$ cat src/rtl/param_updown_counter.sv
// param_updown_counter: bounded up/down counter with wrap/saturate limits,
// sticky overflow/underflow flags and a one-cycle terminal-count pulse.
module param_updown_counter #(
  parameter int WIDTH  = 8,
  parameter int STEP_W = 4
) (
  input  logic              Clk,
  input  logic              Reset,
  input  logic              Enable,
  input  logic              Load,
  input  logic              UpDown,
  input  logic [WIDTH-1:0]  InData,
  input  logic [STEP_W-1:0] Step,
  input  logic [WIDTH-1:0]  MinLimit,
  input  logic [WIDTH-1:0]  MaxLimit,
  input  logic              Mode,
  input  logic              ClrFlags,
  output logic [WIDTH-1:0]  OutData,
  output logic              AtMax,
  output logic              AtMin,
  output logic              Ovf,
  output logic              Udf,
  output logic              TcPulse,
  output logic              CfgErr
);
  // one spare bit above the wider operand keeps sum and Min+Step from wrapping
  localparam int E = (STEP_W > WIDTH ? STEP_W : WIDTH) + 1;
  logic [E-1:0] cur, stp, sum;
  logic [WIDTH-1:0] clamp, nxt;
  logic in_rng, over, under, cnt, hit_o, hit_u, clr;
  assign CfgErr = MinLimit > MaxLimit;
  assign AtMax = OutData == MaxLimit;
  assign AtMin = OutData == MinLimit;
  always_comb begin
    cur = E'(OutData);
    stp = E'(Step);
    sum = cur + stp;
    in_rng = OutData >= MinLimit && OutData <= MaxLimit;
    over = sum > E'(MaxLimit);
    under = cur < E'(MinLimit) + stp;
    cnt = !CfgErr && !Load && Enable && in_rng;
    hit_o = cnt && UpDown && over;
    hit_u = cnt && !UpDown && under;
    clr = ClrFlags && !CfgErr;
    clamp = InData < MinLimit ? MinLimit : InData > MaxLimit ? MaxLimit : InData;
    nxt = CfgErr ? OutData :
          Load ? clamp :
          !Enable ? OutData :
          !in_rng ? MinLimit :
          UpDown ? (over ? (Mode ? MaxLimit : MinLimit) : WIDTH'(sum)) :
                   (under ? (Mode ? MinLimit : MaxLimit) : WIDTH'(cur - stp));
  end
  always_ff @(posedge Clk or negedge Reset)
    if (!Reset) begin
      OutData <= '0;
      Ovf <= 1'b0;
      Udf <= 1'b0;
      TcPulse <= 1'b0;
    end else begin
      OutData <= nxt;
      Ovf <= hit_o || (Ovf && !clr);
      Udf <= hit_u || (Udf && !clr);
      TcPulse <= hit_o || hit_u;
    end
endmodule

$ cat config.mk
export PLATFORM = sky130hd
export DESIGN_NAME = param_updown_counter
export DESIGN_NICKNAME = d
export VERILOG_FILES = /design/src/rtl/param_updown_counter.sv
export SDC_FILE = /design/constraint.sdc
export NUM_CORES = 1
export LEC_CHECK = 0
export ABC_AREA = 1
export CAP_MARGIN = 20
export CORE_MARGIN = 1
export CORE_UTILIZATION = 57
export CTS_CLUSTER_SIZE = 28
export DETAILED_ROUTE_END_ITERATION = 6
export PLACE_DENSITY = 0.92
export SLEW_MARGIN = 40
export SYNTH_ARGS = -nofsm -noshare
export SYNTH_HDL_FRONTEND = slang
export SYNTH_SLANG_ARGS = --single-unit
$ cat constraint.sdc
create_clock -name Clk -period 3.3 [get_ports Clk]
set_input_delay 0.66 -clock Clk [delete_from_list [all_inputs] [get_ports Clk]]
set_output_delay 0.66 -clock Clk [all_outputs]
set_load 0.02 [all_outputs]
==> impl_results.md <==
* Status: finished, violations left
* Failing checks: design-rule violations, negative setup slack
* Slew @ Worst Pin at approximately 0.73 ns
* DRC errors left at 260
* Std cell rows at 27
* Setup violators final at 7
* Die footprint at a little over 6000 µm²
* Largest net degree at the start of global routing at 33
* Relative slew margins at slightly above 50%
* Die H at approximately 78 µm
* Mapped cell area at between 3000 and 4000 µm²
* Syn_nets at just over 600
* Layout net count at 729
* Non-filler cells in the finished layout at a little under 700
* Max Cap Violations at 0
* Longest Clk Path Bufs at 2
* Hold slack at 0.533 ns
* Post-synth cell types at 40
* CTS tree: done
* Share of layout cells above drive strength 1 at between 20 and 30%
* Area after DPL at between 4000 and 5000 µm²
* H-tree levels at 1
* IO Pins at 49
* DRT iter0 DRCs at ~1,200
* Cts bufs inserted at 3
* Pwr Total at 2.68 mW
* Layout area overhead at 45.1%
* Ant diodes at 0
* Antenna violations before repair at 0
* Sequential share of the synthesized area at around 8.4%
* Hold Path Class: reg2reg
* Final ANT Viol Nets at 0
* Leak at 2.43 nW
* WP data required at 3.44 ns
* Vias at 4,808
* CP Launch Type: register
* Final hold violation count at 0
* Routed WL at roughly 16,000 µm
* Final worst setup slack at -0.142 ns
* Setup Crit Path Kind: reg2reg
* Finished Cell Area at 4780 µm²
* Min-delay src: Udf
* Clk_lat worst skew at between 0.2 and 0.3 ns
* Synth warn at 0
* First-pass GRT wire length at 22,100 µm
* Final period util at 104%
* Post-Place Setup Slack at -0.640 ns
* Synth Register Bits at 11
* Fraction of registers with async set/reset at 100%
* Pre-antenna DRT Iters at 7
* Clk sinks at 11
* Vias in the first global route at approximately 4,500
* Root Buffer: clkbuf_8
* Reg-to-reg setup timing slack at -0.14 ns
* Die Width at around 80 µm
* Cells after Synth at 509
* Max-slew violation count at 0
* GRT Total Usage at ~48%
* Startpoint of the worst register-to-register path: OutData[2]
* Routability Congestion at around 1.1
* DR WL/cell at about 23 µm
* Arrival @ worst endpoint at 3.58 ns
* Top cell type by total area after synthesis: ha_1
* Layout fillers at between 200 and 300
* Worst Setup SP: OutData[2]
* Initial Util at between 50% and 60%
* Fmax at slightly below 0.3 GHz
* Inst Count DP at 681
* Max FO, Critical Path at 7
* Post-layout util at 86.2%
* Grt ovf at 0
* Synth Flop Type: dfrtp_1
* Via density at approximately 7
* Critical Path End Type: register
* Min Tclk post-route at between 3 and 4 ns
* Clock Skews at 0.00820 ns
* Max IR drop VDD at roughly 0.37 mV
* Final TNS setup at -0.679 ns
* Clk slew on worst S/H paths at ~0.06 ns
* Post-synth EDFFs at 0
* Power per standard cell area at 562 nW/µm²
* Input/output buffers at 48
* RSZ-0062 raised after global routing: true
* Top post-synthesis cells by area: ha_1 (25%), nand2_1 (17%), dfrtp_1 (8.4%)
* DP HPWL at 9390 µm
* Mean Syn Cell Area at approximately 6.5 µm²
* Top cell type's share of synthesized area at approximately 25%
* Core area at roughly 5500 µm²
==> state kept, by name, indices dropped and copies added (netlist names) <==
| name | cells |
|---|---|
| OutData | 8 |
| Ovf | 1 |
| TcPulse | 1 |
| Udf | 1 |
==> report_power, final <==
| group | switching [mW] | total, mW | internal [mW] |
|---|---|---|---|
| sequential | 0.127 | 0.294 | 0.167 |
| clock | 0.0658 | 0.151 | 0.0857 |
| combinational | 1.35 | 2.24 | 0.887 |
| total | 1.55 | 2.68 | 1.14 |
==> critical path, cell delays in order, from the launching register on <==
cell	delay (ns)
dfrtp_1	0.67
ha_4	0.30
nor2_1	0.12
nand2_1	0.09
nand2_2	0.12
nand2_1	0.08
nand2_1	0.08
nand4_1	0.08
nand2_1	0.14
inv_1	0.08
ha_4	0.27
and3_4	0.21
nand2_2	0.08
nand2_4	0.11
nand2_8	0.09
nand4_1	0.11
nand2_1	0.07
nor2_1	0.16
nand2_1	0.10
nand2_1	0.09
nand2_1	0.07
nand2_1	0.09
nand2_1	0.08
==> cell usage in the layout (no fill, tap or decap), drive strengths merged <==
cell type	n
a21o	3
a21oi	40
and3	1
buf	72
bufinv	1
clkbuf	10
clkdlybuf4s50	36
clkinv	3
dfrtp	11
dlygate4sd2	3
dlymetal6s2s	1
fa	3
ha	66
inv	54
nand2	161
nand3	55
nand3b	3
nand4	9
nor2	30
nor3	1
o211ai	3
o21a	3
o21ai	32
o21bai	7
o31a	1
o31ai	1
or2	1
xnor2	3
xor2	10
==> routing by layer <==
metal	wire, µm	global-route usage [%]	vias up
li1	-	-	1940
met1	5230	52.8	2084
met2	6470	75.0	547
met3	2640	17.5	237
met4	1910	39.1	0
met5	0	0	-
==> kinds of logic (layout without fill, tap and decap cells) <==
logic type,Yosys count,count (layout),share of synthesized area (%)
buffers and inverters,68,180,8.59
flip-flops,11,11,8.36
adder cells (fa/ha/maj),69,69,26.9
AND/OR/NAND/NOR,258,261,37.2
AO/OA/AOI/OAI,90,90,15.2
XOR/XNOR,13,13,3.69
==> worst paths after layout <==
path	to	cells after the start
worst max-delay path	OutData[6]	22
worst min-delay path	Udf	2
worst max register to register	OutData[6]	22
worst min register to register	Udf	2
max in group asynchronous	Udf	1
min in group asynchronous	OutData[5]	1
==> timing repair <==
item / 4_1_cts / 5_1_grt
pin swaps: 22 / 38
setup buffers: 5 / 3
resized for setup: 47 / 62
gates cloned: 3 / 0
hold buffers: 0 / 0
endpoints found under the setup margin: 13 / 11
==> final cells by class <==
cell class              instances  area (µm²)  area share, %
flip-flops and latches         11         275           5.76
repair buffers                118        1010           21.2
clock buffers                   4        45.0          0.943
inverters                      58         234           4.90
well taps                      72        90.1           1.89
multi-input cells             433        3120           65.3
==> synth_stat cells, types with 4 or more instances <==
master and number:
nand2_1 149, ha_1 66, nand3_1 50, inv_1 45
a21oi_1 40, o21ai_0 26, nor2_1 25, dfrtp_1 11
inv_2 9, nand4_1 9, xor2_1 9, o21bai_1 7
nand2_2 6, o21ai_1 6, clkbuf_1 5, nand3_2 4
Note: power is estimated with default switching activity, not from simulation.
